### config.mk
export PLATFORM = sky130hd
export DESIGN_NAME = instruction_fetch_flat
export DESIGN_NICKNAME = d
export VERILOG_FILES = /design/src/rtl/instruction_fetch_if.sv /design/src/rtl/instruction_fetch.sv /design/src/flat_wrapper.sv
export SDC_FILE = /design/constraint.sdc
export NUM_CORES = 1
export LEC_CHECK = 0
export CORE_ASPECT_RATIO = 1.4
export CORE_MARGIN = 1
export CORE_UTILIZATION = 45
export CTS_BUF_LIST = sky130_fd_sc_hd__clkbuf_16
export CTS_CLUSTER_SIZE = 30
export DETAILED_ROUTE_END_ITERATION = 7
export GPL_TIMING_DRIVEN = 0
export PLACE_DENSITY = 0.72
export SYNTH_ARGS = -nofsm -noshare
export SYNTH_HDL_FRONTEND = slang
export SYNTH_SLANG_ARGS = --single-unit
### constraint.sdc
create_clock -name ACLK -period 7.15 [get_ports ACLK]
set_clock_uncertainty 0.1 [all_clocks]
set_input_delay 0.715 -clock ACLK [delete_from_list [all_inputs] [get_ports ACLK]]
set_output_delay 0.715 -clock ACLK [all_outputs]
set_load 0.05 [all_outputs]
### src/rtl/instruction_fetch_if.sv
// Instruction memory request/response channel between the fetch stage and imem.
interface instruction_fetch_if;
    logic        req_valid;
    logic [31:0] req_addr;
    logic        req_ready;
    logic        rsp_valid;
    logic [31:0] rsp_data;

    modport master (
        output req_valid,
        output req_addr,
        input  req_ready,
        input  rsp_valid,
        input  rsp_data
    );

    modport slave (
        input  req_valid,
        input  req_addr,
        output req_ready,
        output rsp_valid,
        output rsp_data
    );
endinterface

### src/rtl/instruction_fetch.sv
// Fetch stage: one outstanding imem request, 2-entry {pc, instruction} queue to IF/ID,
// redirect flush with late-response discard.
module instruction_fetch #(
    parameter logic [31:0] RESET_PC = 32'h0000_0000
) (
    input  logic                       ACLK,
    input  logic                       ARESETn,
    input  logic                       stall_c_i,
    input  logic                       redirect_c_i,
    input  logic [31:0]                redirect_pc_i,
    instruction_fetch_if.master        imem,
    output logic [31:0]                pc_o,
    output logic [31:0]                pc_next_o,
    output logic [31:0]                instruction_o,
    output logic                       valid_o,
    output logic                       fetch_stall_o
);

    typedef enum logic [1:0] {StRun, StWait, StDrop} state_e;

    state_e      state_q;
    logic [31:0] fetch_pc_q;
    logic [31:0] req_pc_q;
    logic [31:0] fifo_pc_q    [2];
    logic [31:0] fifo_instr_q [2];
    logic        rd_ptr_q;
    logic        wr_ptr_q;
    logic [1:0]  count_q;

    logic        pop;
    logic        push;
    logic        accept;
    logic        slot_free;
    logic        outstanding;
    logic [1:0]  count_after_pop;
    logic [31:0] redirect_aligned;

    assign redirect_aligned = redirect_pc_i & 32'hFFFF_FFFC;
    assign valid_o          = (count_q != 2'd0);
    assign fetch_stall_o    = !valid_o;
    assign pop              = valid_o && !stall_c_i && !redirect_c_i;
    assign push             = (state_q == StWait) && imem.rsp_valid && !redirect_c_i;
    assign outstanding      = (state_q != StRun);
    assign count_after_pop  = count_q - {1'b0, pop};

    // The head leaving this cycle frees its slot, and a returning response frees the
    // outstanding slot; together these sustain one fetch per cycle.
    assign slot_free = (state_q == StRun) || ((state_q == StWait) && imem.rsp_valid);
    assign imem.req_valid = ARESETn && !redirect_c_i && slot_free &&
                            ((count_after_pop + {1'b0, outstanding}) < 2'd2);
    assign imem.req_addr  = fetch_pc_q;
    assign accept         = imem.req_valid && imem.req_ready;

    always_ff @(posedge ACLK or negedge ARESETn) begin
        if (!ARESETn) begin
            state_q    <= StRun;
            fetch_pc_q <= RESET_PC;
            req_pc_q   <= RESET_PC;
            rd_ptr_q   <= 1'b0;
            wr_ptr_q   <= 1'b0;
            count_q    <= 2'd0;
            for (int i = 0; i < 2; i++) begin
                fifo_pc_q[i]    <= 32'h0;
                fifo_instr_q[i] <= 32'h0000_0013;
            end
        end else begin
            if (redirect_c_i) begin
                fetch_pc_q <= redirect_aligned;
            end else if (accept) begin
                fetch_pc_q <= fetch_pc_q + 32'd4;
                req_pc_q   <= fetch_pc_q;
            end

            case (state_q)
                StRun: begin
                    // A response here is a protocol error and is ignored.
                    if (accept) state_q <= StWait;
                end
                StWait: begin
                    if (imem.rsp_valid) state_q <= accept ? StWait : StRun;
                    else if (redirect_c_i) state_q <= StDrop;
                end
                StDrop: begin
                    if (imem.rsp_valid) state_q <= StRun;
                end
                default: state_q <= StRun;
            endcase

            if (redirect_c_i) begin
                rd_ptr_q <= 1'b0;
                wr_ptr_q <= 1'b0;
                count_q  <= 2'd0;
            end else begin
                if (push) begin
                    fifo_pc_q[wr_ptr_q]    <= req_pc_q;
                    fifo_instr_q[wr_ptr_q] <= imem.rsp_data;
                    wr_ptr_q               <= ~wr_ptr_q;
                end
                if (pop) rd_ptr_q <= ~rd_ptr_q;
                count_q <= count_q + {1'b0, push} - {1'b0, pop};
            end
        end
    end

    always_comb begin
        pc_o          = 32'h0;
        pc_next_o     = 32'd4;
        instruction_o = 32'h0000_0013;
        if (valid_o) begin
            pc_o          = fifo_pc_q[rd_ptr_q];
            pc_next_o     = fifo_pc_q[rd_ptr_q] + 32'd4;
            instruction_o = fifo_instr_q[rd_ptr_q];
        end
    end

endmodule

### src/flat_wrapper.sv
// flat-port wrapper written by rule: the top's interface ports become plain ports
module instruction_fetch_flat 
#(
    parameter logic [31:0] RESET_PC = 32'h0000_0000
)
  (ACLK, ARESETn, stall_c_i, redirect_c_i, redirect_pc_i, pc_o, pc_next_o, instruction_o, valid_o, fetch_stall_o, imem_req_valid, imem_req_addr, imem_req_ready, imem_rsp_valid, imem_rsp_data);
  instruction_fetch_if imem_i ();
  input  logic ACLK;
  input  logic ARESETn;
  input  logic stall_c_i;
  input  logic redirect_c_i;
  input  logic [31:0] redirect_pc_i;
  output logic [31:0] pc_o;
  output logic [31:0] pc_next_o;
  output logic [31:0] instruction_o;
  output logic valid_o;
  output logic fetch_stall_o;
  output wire logic [$bits(imem_i.req_valid)-1:0] imem_req_valid;
  output wire logic [$bits(imem_i.req_addr)-1:0] imem_req_addr;
  input wire logic [$bits(imem_i.req_ready)-1:0] imem_req_ready;
  input wire logic [$bits(imem_i.rsp_valid)-1:0] imem_rsp_valid;
  input wire logic [$bits(imem_i.rsp_data)-1:0] imem_rsp_data;
  assign imem_req_valid = imem_i.req_valid;
  assign imem_req_addr = imem_i.req_addr;
  assign imem_i.req_ready = imem_req_ready;
  assign imem_i.rsp_valid = imem_rsp_valid;
  assign imem_i.rsp_data = imem_rsp_data;
  instruction_fetch #(.RESET_PC(RESET_PC)) u_core (.ACLK(ACLK), .ARESETn(ARESETn), .stall_c_i(stall_c_i), .redirect_c_i(redirect_c_i), .redirect_pc_i(redirect_pc_i), .imem(imem_i), .pc_o(pc_o), .pc_next_o(pc_next_o), .instruction_o(instruction_o), .valid_o(valid_o), .fetch_stall_o(fetch_stall_o));
endmodule
== After elaboration in Yosys (flattened, before gate mapping) ==
Cells that the tools add are included.

* Register bits after elaboration: 198
* Output and inout port bits: 131

* Equal/unequal tests: 5
* Mux-type cells: 26
* Reduce and logical (&&, ||, !) cells: 22
* Order comparisons: 4
* Bitwise operators: 5
* Add/sub/neg operators: 6

{| class="wikitable"
|+ Operators with widths
! kind !! count
|-
| $mux 32 || 12
|-
| $bwmux 64 || 2
|-
| $add 32x3->32 const B || 2
|-
| $demux 32 s1 || 1
|-
| $mux 2 || 5
|-
| $reduce_bool 2->1 || 5
|-
| $logic_and 1x1->1 || 9
|-
| $pmux 2 s3 || 1
|-
| $mux 1 || 5
|-
| $add 2x1->2 || 2
|-
| $ge 2x2->1 const B || 2
|-
| $not 1->2 || 2
|-
| $reduce_and 2->1 || 2
|-
| $sub 2x1->2 || 2
|-
| $logic_not 1->1 || 3
|-
| $ne 3x3->1 const B || 1
|-
| $not 1->1 || 3
|-
| $reduce_and 3->1 || 1
|-
| $eq 2x1->1 const B || 1
|-
| $eq 2x2->1 const B || 1
|-
| $logic_not 2->1 || 1
|-
| $lt 2x1->1 const B || 1
|-
| $lt 2x2->1 const B || 1
|-
| $ne 2x1->1 const B || 1
|-
| other kinds (2) || 2
|}

== Depth between registers and ports, before layout ==
Gate-level depths: netlist (run 1).

* Depth after elaboration: 11
* Mapped depth: 12
* Mapped depth without buffers: 9

== Worst setup path before layout (run 1) ==
Ideal clock, no wire load.

* Path kind: register -> output
* From: register u_core.rd_ptr_q
* To: output port pc_next_o[24]
* Slack: 2.115 ns
* Cell stages (with the launch flop): 12
* Data arrival time: 4.220 ns
* Path buffers: 5
* Path through: dfrtp_1 > buf_6 > buf_2 > buf_2 > buf_2 > mux2_2 > ha_1 > inv_1 > a221oi_1 > nand3_1 > clkbuf_1 > o41ai_1

* Cells in the longest elaborated chain, start to end: 6

{| class="wikitable"
|+ RTL lines
! item !! RTL line !! RTL
|-
| start: declaration || instruction_fetch.sv:26 || <nowiki>logic rd_ptr_q;</nowiki>
|-
| start signal: assignment || instruction_fetch.sv:99 || <nowiki>if (pop) rd_ptr_q <= ~rd_ptr_q;</nowiki>
|-
| $not 1->2 (implied by the code) || instruction_fetch.sv:111 || <nowiki>pc_next_o = fifo_pc_q[rd_ptr_q] + 32'd4;</nowiki>
|-
| $mux 32 (implied by the code) (3 in a row) || instruction_fetch.sv:111 ||
|-
| $add 32x3->32 || instruction_fetch.sv:111 ||
|-
| $mux 32 || instruction_fetch.sv:109 || <nowiki>if (valid_o) begin</nowiki>
|-
| end: declaration || flat_wrapper.sv:14 || <nowiki>output logic [31:0] pc_next_o;</nowiki>
|}

No other way between the ends. The select of a mux whose other input is x is not followed.

== Worst setup path in the final report (run 1) ==
Ends and elaborated chain as after synthesis.

==> results of run 1 <==
path summary, 6_finish.rpt:
path                                startpoint                 endpoint  slack (ns)  cells after the start
max                            u_core.rd_ptr_q            pc_next_o[24]        0.87                     12
min                                    ARESETn  u_core.fifo_instr_q[10]        0.12                      1
max reg2reg                  u_core.count_q[1]      u_core.req_pc_q[16]        2.88                     12
min reg2reg                u_core.req_pc_q[31]      u_core.req_pc_q[31]        0.40                      2
max in group asynchronous              ARESETn      u_core.fifo_pc_q[2]        5.83                      2
min in group ACLK          u_core.req_pc_q[31]      u_core.req_pc_q[31]        0.40                      2
per-stage QoR:
step / area [um^2] / setup TNS, ns
final: 12500 / 0
after global routing: 12500 / 0
after CTS: 12500 / 0
after detailed placement: 11900 / 0
after global placement: 11900 / -663.35
after floorplan: 9680 / 0
placed cells by master (no fill, tap or decap), types with 9 or more instances in the layout:
| cell type | instances |
|---|---|
| clkdlybuf4s50_1 | 190 |
| dfrtp_1 | 184 |
| mux2_2 | 134 |
| nand2_1 | 130 |
| nor2_1 | 87 |
| mux2i_1 | 55 |
| clkbuf_1 | 25 |
| nand3_1 | 23 |
| o21ai_0 | 23 |
| buf_2 | 20 |
| clkbuf_16 | 17 |
| inv_1 | 15 |
| nand4_1 | 13 |
| nor3_1 | 13 |
| a21oi_1 | 13 |
| and2_1 | 11 |
| xnor2_1 | 11 |
| nor4_1 | 9 |
| nor2b_1 | 9 |
| a221o_1 | 9 |
cell type report:
class / instances / area [um^2] / share of cell area [%]
Clock inverter: 15 / 163 / 1.30
Timing Repair Buffer: 192 / 1940 / 15.5
Sequential cell: 190 / 4760 / 38.0
Tap cell: 260 / 325 / 2.59
Inverter: 15 / 56.3 / 0.449
Clock buffer: 17 / 425 / 3.39
Multi-Input combinational cell: 650 / 4590 / 36.6
Buffer: 57 / 269 / 2.15
per-layer routing:
metal,share of wire [%],vias to the layer above
met5,0,-
met4,3.1,0
met3,3.6,47
met2,52,247
met1,42,3776
li1,-,3647
worst max-delay path, stage by stage (launching register included):
cell and delay [ns]:
dfrtp_1 0.49, buf_6 0.20, buf_2 0.31, buf_2 0.35
buf_2 0.36, mux2_2 0.24, ha_1 0.24, inv_1 0.07
a221oi_1 0.57, nand3_1 0.43, clkbuf_1 0.34, o41ai_1 0.53
clkdlybuf4s50_1 0.89
power by group:
part	internal (mW)	leakage, nW	switching (mW)
Combinational	0.358	2.57	0.457
Sequential	1.29	2.46	0.166
Clock	0.520	0.280	0.431
Yosys cell counts (2+ instances only):
| cell type | number |
|---|---|
| a31o_2 | 2 |
| buf_2 | 20 |
| a21oi_1 | 13 |
| buf_4 | 6 |
| nand2_1 | 130 |
| and3_1 | 3 |
| nand4b_1 | 5 |
| dfstp_2 | 6 |
| o31ai_1 | 6 |
| mux2_2 | 134 |
| xnor2_1 | 11 |
| nand3b_1 | 6 |
| and4_1 | 2 |
| or2_2 | 2 |
| o21ai_0 | 23 |
| ha_1 | 4 |
| nor2_1 | 87 |
| o31a_1 | 4 |
| buf_1 | 5 |
| a31oi_1 | 3 |
| nor2b_1 | 9 |
| nand4_1 | 13 |
| a211oi_1 | 3 |
| o311ai_0 | 8 |
| inv_1 | 15 |
| a221oi_1 | 2 |
| a221o_1 | 9 |
| o211ai_1 | 8 |
| nor4_1 | 9 |
| nand3_1 | 23 |
| a22oi_1 | 2 |
| mux2i_1 | 55 |
| xor2_1 | 6 |
| or4_1 | 3 |
| nor3_1 | 13 |
| clkbuf_1 | 25 |
| and2_1 | 11 |
| a21o_1 | 7 |
| o21bai_1 | 5 |
| nor3b_1 | 3 |
| dfrtp_1 | 184 |
| a32o_1 | 6 |
registers in the layout, indices dropped and copies added, names as in the netlist:
signal,cells
u_core.state_q,2
u_core.rd_ptr_q,1
u_core.fifo_instr_q,64
u_core.count_q,2
u_core.imem.req_addr,30
u_core.wr_ptr_q,1
u_core.fifo_pc_q,60
u_core.req_pc_q,30
kinds of logic (layout without fill, tap and decap cells):
| family | Yosys count | count (layout) | share of synthesized area, % |
|---|---|---|---|
| muxes | 190 | 190 | 21.4 |
| AOI/OAI and AO/OA | 109 | 109 | 8.38 |
| DFF | 190 | 190 | 49.3 |
| buffers and inverters | 72 | 296 | 3.37 |
| xor gates and xnor gates | 17 | 17 | 1.54 |
| other | 1 | 6 | 0.0388 |
| adders and majority gates | 4 | 4 | 0.518 |
| and+or+nand+nor | 324 | 324 | 15.4 |
==> run summary, run 1 <==
Status - finished, final reports clean
Cts bufs inserted - 17
CTS root buffer - clkbuf_16
Clk sinks - 190
Setup Fix Bufs, Post-CTS - 0
Port Buf Inserts - 191
Seq/Total Area, Yosys - 49.3%
Number of synthesized register bits - 190
Layout fillers - 1814
Final setup viols - 0
Pin count of the biggest net entering global routing - 127
Layout cells sized above 1 - 18.4%
CTS Hold Buffers Added - 0
Routing usage on met2 - 42.0%
Post-layout min period - 6.28 ns
Diode count - 0
Element type at the critical path end - output port
Net count of the finished layout - 1197
Total grt overflow - 0
Initial core utilization - 45.7%
Critical Path RT - 6.34 ns
Area grow syn2layout - 29.8%
Die footprint - 22100 um^2
Largest area contributor in the synthesized netlist - dfrtp_1
Min-delay worst type - in2async
TritonRoute pass-1 iters - 6
Worst-path fanout max - 10
Worst-margin pin slew - 1.26 ns
H-tree depth - 4
Cell row count - 63
Hold Slack - 0.123 ns
Clk buf depth - 2
Inst Count DP - 1364
Antenna violations before repair - 0
Synth async-reset ratio - 100%
Average wire per standard cell - 18.2 um
Met1 Use GR - 29.0%
Vias in the first global route - 7793
Final wirelength - 25.3 mm
Die X - 126 um
Fin. Hold Viols - 0
Via count - 7717
Layout Cells excl Fill - 1396
Synth warn - 0
Pre-CTS WS - 1.35 ns
Power Total - 3.22 mW
Vias per cell - 5.53
IO Pins - 201
DRC viols - 0
Max-Cap Viols - 0
Core Box Area - 21100 um^2
Grt peak-use layer - met2
Netlist Area Pre-Place - 9660 um^2
CTS tree - built
WS Path Type - reg2out
RSZ-0062 raised after global routing - false
Synth Area per Inst - 10.7 um^2
Clk_lat worst skew - 0.43 ns
Final WS setup - 0.872 ns
Final core utilization - 59.3%
Synth cell types - 58
Dpl hpwl - 19.1 mm
Crit path DAT - 5.46 ns
Number of synthesized flops with an enable pin - 0
Final slew viol count - 0
Final period util - 87.8%
Post-detailed-route count of antenna-violating nets - 0
M3 GR Usage - 3.26%
Mapped Cells - 907
Ys flop type - dfrtp_1
CP startpoint kind - flop
Die height - 175 um
Routability congestion estimate from global placement - 0.870
Relative slew slack - 15.6%
GRT Resource Usage Total - 23.8%
F_max - 159 MHz
Max VDD drop - 174 uV
First-pass GRT wire length - 41.0 mm
Leakage power - 5.31 nW
Top cells by area, synth - dfrtp_1, mux2_2, mux2i_1
Synth top area share - 47.7%
Power Density - 257 nW/um^2
PostCTS Resize Cnt - 0
Clock Pin Slew Worst Setup and Hold Paths - 0.07 ns
Initial DRC count - 456
Note: power is estimated with default switching activity, not from simulation.
==> run 2: changes to the inputs <==
--- a/config.mk
+++ b/config.mk
@@ -5,6 +5,7 @@
 export SDC_FILE = /design/constraint.sdc
 export NUM_CORES = 1
 export LEC_CHECK = 0
+export ABC_CLOCK_PERIOD_IN_PS = 7150
 export CORE_ASPECT_RATIO = 1.4
 export CORE_MARGIN = 1
 export CORE_UTILIZATION = 45
==> results of run 2 <==
Final layout, timing and power as in run 1 (identical DEF).
